--- config.mk ---
export PLATFORM = sky130hd
export DESIGN_NAME = bnn_seq_sched
export DESIGN_NICKNAME = d
export VERILOG_FILES = /design/src/rtl/bnn_seq_sched.sv
export SDC_FILE = /design/constraint.sdc
export NUM_CORES = 1
export LEC_CHECK = 0
export ABC_AREA = 1
export CAP_MARGIN = 20
export CORE_AREA = 5 5 399 401
export DETAILED_ROUTE_END_ITERATION = 10
export DIE_AREA = 0 0 404 406
export SLEW_MARGIN = 5
export SYNTH_ARGS = -nofsm -noshare
export SYNTH_HDL_FRONTEND = slang
export SYNTH_SLANG_ARGS = --single-unit
export TNS_END_PERCENT = 30
--- constraint.sdc ---
create_clock -name clk -period 1.9 [get_ports clk]
set_input_delay 0.285 -clock clk [delete_from_list [all_inputs] [get_ports clk]]
set_output_delay 0.285 -clock clk [all_outputs]
set_load 0.005 [all_outputs]
--- src/rtl/bnn_seq_sched.sv ---
// Scheduler that feeds one held sample at a time to a sequential BNN core and captures its class.
// Build option: define BNN_SEQ_SCHED_PREFETCH_EN to add a one-entry pending input buffer.
module bnn_seq_sched #(
  parameter int N   = 128,
  parameter int B   = 4,
  parameter int M   = 40,
  parameter int C   = 6,
  parameter int LAT = N + M + 1,
  localparam int KW = $clog2(C)
) (
  input  logic            clk,
  input  logic            rst,
  input  logic            in_valid,
  output logic            in_ready,
  input  logic [N*B-1:0]  in_data,
  output logic            core_rst,
  output logic [N*B-1:0]  core_data,
  input  logic [KW-1:0]   core_klass,
  output logic            out_valid,
  input  logic            out_ready,
  output logic [KW-1:0]   out_klass,
  output logic            busy
);

  localparam int CW = $clog2(LAT + 1);

  typedef enum logic [1:0] {IDLE, CLEAR, RUN, DONE} state_t;

  state_t        state, state_d;
  logic [CW-1:0] cnt;
  logic          core_from_in, cnt_load, cnt_dec, out_set, out_clr;

`ifdef BNN_SEQ_SCHED_PREFETCH_EN
  logic [N*B-1:0] pend_data;
  logic           pend_full, pend_load, core_from_pend;
`endif

  always_ff @(posedge clk or negedge rst) begin
    if (!rst) state <= IDLE;
    else      state <= state_d;
  end

  always_comb begin
    state_d      = state;
    in_ready     = 1'b0;
    core_rst     = 1'b1;
    core_from_in = 1'b0;
    cnt_load     = 1'b0;
    cnt_dec      = 1'b0;
    out_set      = 1'b0;
    out_clr      = 1'b0;
`ifdef BNN_SEQ_SCHED_PREFETCH_EN
    pend_load      = 1'b0;
    core_from_pend = 1'b0;
`endif
    case (state)
      IDLE: begin
        in_ready = 1'b1;
        if (in_valid) begin
          core_from_in = 1'b1;
          state_d      = CLEAR;
        end
      end
      CLEAR: begin
        cnt_load = 1'b1;
        state_d  = RUN;
      end
      RUN: begin
        core_rst = 1'b0;
        if (cnt == '0) begin
          out_set = 1'b1;
          state_d = DONE;
        end else begin
          cnt_dec = 1'b1;
        end
      end
      DONE: begin
        if (out_ready) begin
          out_clr = 1'b1;
          state_d = IDLE;
        end
      end
      default: state_d = IDLE;
    endcase
`ifdef BNN_SEQ_SCHED_PREFETCH_EN
    // Outside IDLE the buffer absorbs one sample; a DONE handshake restarts straight into CLEAR.
    if (state != IDLE) begin
      in_ready = !pend_full;
      if (state == DONE && out_ready && pend_full) begin
        core_from_pend = 1'b1;
        state_d        = CLEAR;
      end else if (state == DONE && out_ready && in_valid) begin
        core_from_in = 1'b1;
        state_d      = CLEAR;
      end else if (in_valid && !pend_full) begin
        pend_load = 1'b1;
      end
    end
`endif
  end

  always_ff @(posedge clk or negedge rst) begin
    if (!rst) begin
      cnt       <= '0;
      core_data <= '0;
      out_valid <= 1'b0;
      out_klass <= '0;
    end else begin
      if (cnt_load)     cnt <= CW'(LAT - 1);
      else if (cnt_dec) cnt <= cnt - CW'(1);
      if (core_from_in) core_data <= in_data;
`ifdef BNN_SEQ_SCHED_PREFETCH_EN
      else if (core_from_pend) core_data <= pend_data;
`endif
      if (out_set) begin
        out_valid <= 1'b1;
        out_klass <= core_klass;
      end else if (out_clr) begin
        out_valid <= 1'b0;
      end
    end
  end

`ifdef BNN_SEQ_SCHED_PREFETCH_EN
  always_ff @(posedge clk or negedge rst) begin
    if (!rst) begin
      pend_full <= 1'b0;
      pend_data <= '0;
    end else if (pend_load) begin
      pend_full <= 1'b1;
      pend_data <= in_data;
    end else if (core_from_pend) begin
      pend_full <= 1'b0;
    end
  end
`endif

  assign busy = (state != IDLE);

endmodule

Word level (Yosys, flattened, before mapping). Index checks and enable logic that the tools add are counted.

Bits in registers: 526. Input port bits: 519. Output and inout port bits: 519. Word-level logic and storage cells: 37.

Add/subtract/negate cells: 1. Equality and inequality tests: 6. Mux-type cells: 19. Reduce and logical (&&, ||, !) cells: 6.

Operator list (number): $mux 8 (2); $mux 1 (13); $logic_not 8->1 (1); $pmux 2 s4 (1); $sub 8x1->8 const B (1); $mux 2 (3); $ne 2x2->1 const B (3); $reduce_bool 2->1 (3); $eq 2x2->1 const B (2); $reduce_and 3->1 (1); $eq 2x1->1 const B (1); $logic_not 2->1 (1).

Longest topological paths before layout.
Depth after elaboration: 5. Depth in mapped cells: 8. Depth with buffers taken out: 8.

Least setup slack after synthesis. Ideal clock, no wire load.

Kind: flip-flop to flip-flop. Start point: reg state[0]. End point: reg core_data[100]. Setup time: 125 ps. Arrival time: 1480 ps. Data required time: 1775 ps. Setup slack: 295 ps. Cell stages (with the launch flop): 7. Path buffers: 2. Clock period less this slack: 1605 ps. Cell sequence: dfrtp_1 > inv_1 > ha_1 > nand2_2 > buf_6 > buf_6 > mux2_2.

Cells in the longest elaborated chain, start to end: 2.

RTL lines: start: declaration (RTL line 29) `state_t state, state_d;`; start signal: assignment (RTL line 40) `else state <= state_d;`; $logic_not 2->1 (RTL line 56) `case (state)`; $mux 1 (RTL line 56); end signal: assignment (RTL line 111) `if (core_from_in) core_data <= in_data;`; end: declaration (RTL line 17) `output logic [N*B-1:0] core_data,`.

No other way between the ends. A chain may end at the register's enable or synchronous reset.

Final worst setup path.
Start point: reg state[0]. End point: reg core_data[136].

Same word-level chain as after synthesis.

==> run summary <==
Layout Utilization - 0.230
register area share after synthesis - 0.657
worst-skew pair later-pin latency - 630 ps
vias per inst - 3.43
Pleak - 15.1 nW
worst slew pin tran - 453 ps
smallest hold slack - 169 ps
Clk pin slew, worst setup/hold paths - 60 ps
Synth Cell Area - 20,000 µm²
H-tree depth - 3
P_int - 0.0403 W
Clock Path Buffers - 3
Final period util - 1.02
cells after synthesis - 1,193
Worst slew margin - 0.698
chip width - 404 µm
Hold WC Path Type - primary input to async pin
first-pass GRT wire length - 152,000 µm
Area after DPL - 33,300 µm²
R2R Path Start - state[0]
clock share of power - 0.221
share of power burned in registers - 0.342
Syn Nets - 1,719
Initial Util - 0.129
Final setup viols - 73
cell area power density - 1690 nW/µm²
startpoint types - flop
fin. max-slew vios - 0
CTS tree - built
syn_area_per_cell - 16.8 µm²
RR Endpoint - core_data[136]
Synth Register Bits - 526
all-layer global routing usage - 0.138
Crit path largest cell delay - 370 ps
ANT nets after route - 0
fmax - 515 MHz
largest net degree at the start of global routing - 77
Psw - 0.0199 W
CP most frequent cell - buf_12
VDD IR-drop max - 829 µV
commonest cells after routing, fill and taps aside - 749 x clkdlybuf4s50_1, 511 x dfrtp_1, 477 x mux2_2
Area Growth Syn to Fin - 78.3%
die height - 406 µm
status - finished with violations
fin area - 35,700 µm²
layout cells sized above 1 - 0.311
Comb pwr share - 0.436
crit path from - state[0]
Critical Path End - core_data[136]
drt total wl - 119,000 µm
Sw Share - 0.331
drt pass-1 iters - 4
commonest non-fill, non-tap cell in the layout - clkdlybuf4s50_1
Ys Warns - 0
max-cap violation count - 0
Reg2Reg Depth - 8
CP endpoint kind - flop
failing checks - negative setup slack
overall die area - 164,000 µm²
CP cell instances - inv_2, buf_6, ha_4, buf_12, nand2_8, buf_12, buf_12, mux2_2
DPL Wire Length - 101,000 µm
Clock Sinks - 526
I/O pin cnt - 1,038
Final Wtd Congestion - 0.836
vias - 15,288
row cnt - 145
DRC Markers - 0
Worst Path Arrival - 2440 ps
clock root buffer - clkbuf_16
RSZ-0062 raised after global routing - true
core area - 155,000 µm²
Final Hold Viols - 0
vias in the first global route - 16,170
CP Max Fanout - 33
final setup skew - 21.0 ps
kind of critical path - flop to flop
drt initial violations - 653
Slowest-stage cell, CP - dfrtp_1
Req. time, crit path - 2400 ps
r2r setup slk - -40 ps
Remaining Overflow, GRT - 0
synth unique cells - 17
pre-CTS setup slack - -64.2 ps
Tmin final - 1940 ps
Port Buffers - 1,037
final worst setup slack - -40.7 ps
Routed WL per cell - 26.8 µm
initial antenna violation count - 133
NumNets Final - 2,859
CTS Buf Count - 68
power by group through the flow:
stage	logic, W	registers, W	clock network, W
after floorplan	0.00884	0.0203	0
after global placement	0.0279	0.0205	0
after detailed placement	0.0280	0.0207	0
after CTS	0.0261	0.0206	0.0139
after global routing	0.0285	0.0213	0.0143
final	0.0263	0.0206	0.0133
critical path, delay by kind of cell, from the launching register on:
family	cells	cell delay (ps)
buffers and inverters	5	720
multiplexers	1	360
flip-flops	1	370
AND/OR/NAND/NOR	1	120
adder cells (fa/ha/maj)	1	200
logic make-up after synthesis:
group           share of synthesized area
flops                               0.657
mux                                 0.288
buf+inv                            0.0335
simple gates                       0.0149
compound gates                    0.00250
fa+ha+maj                         0.00437
xor+xnor                         0.000437
cell type report:
class	count	area, µm²
Clock inverter	23	280
Multi-Input combinational cell	595	6380
Clock buffer	94	1980
Timing Repair Buffer	1126	11200
Sequential cell	526	13200
Inverter	16	65.1
Tap cell	2058	2570
Fill cell	16615	120000
Antenna cell	18	45.0
state kept, by name, summed over array words and instances (netlist names):
register   count
out_klass      3
out_valid      1
core_data    512
state          2
cnt            8
worst min path at each step:
stage | start | depth (start not counted) | slack [ps] | end
after floorplan | rst | 0 | -10 | cnt[0]
after global placement | rst | 1 | 230 | core_data[431]
after detailed placement | rst | 1 | 230 | core_data[431]
after CTS | rst | 2 | 100 | core_data[431]
after global routing | rst | 2 | 130 | core_data[431]
final | rst | 2 | 170 | core_data[431]
timing repair:
item,CTS,global route
gates cloned,0,6
hold buffers,1,0
resized for setup,316,48
pin swaps,1,0
hold endpoints to repair,406,0
setup buffers,3,3
endpoints found under the setup margin,287,516
routing by layer:
layer | track usage | share of wire
met5 | 0 | 0
met4 | 0.0386 | 0.034
met3 | 0.0890 | 0.14
met2 | 0.232 | 0.48
met1 | 0.143 | 0.35
synthesized netlist by cell type:
library cell | n | share of area
buf_6 | 53 | 0.030
nand3_1 | 14 | 0.0035
mux2_2 | 512 | 0.29
nor2_2 | 2 | 0.00062
nand2_1 | 36 | 0.0067
nor2_1 | 7 | 0.0013
nand4_1 | 3 | 0.00094
o21ai_2 | 1 | 0.00044
ha_1 | 7 | 0.0044
dfrtp_1 | 526 | 0.66
buf_2 | 3 | 0.00075
o22ai_1 | 1 | 0.00031
o21ai_0 | 7 | 0.0017
nor2_4 | 2 | 0.0011
inv_1 | 16 | 0.0030
xor2_1 | 1 | 0.00044
nand2_2 | 2 | 0.00062
stage by stage:
stage | instances | TNS (ps) | total power (W)
final | 4456 | -1260 | 0.0602
after global routing | 4451 | -20690 | 0.0640
after CTS | 4430 | -18580 | 0.0606
after detailed placement | 4309 | -2380 | 0.0488
after global placement | 4309 | -1650 | 0.0484
after floorplan | 1193 | 0 | 0.0291
Note: power is estimated with default switching activity, not from simulation.
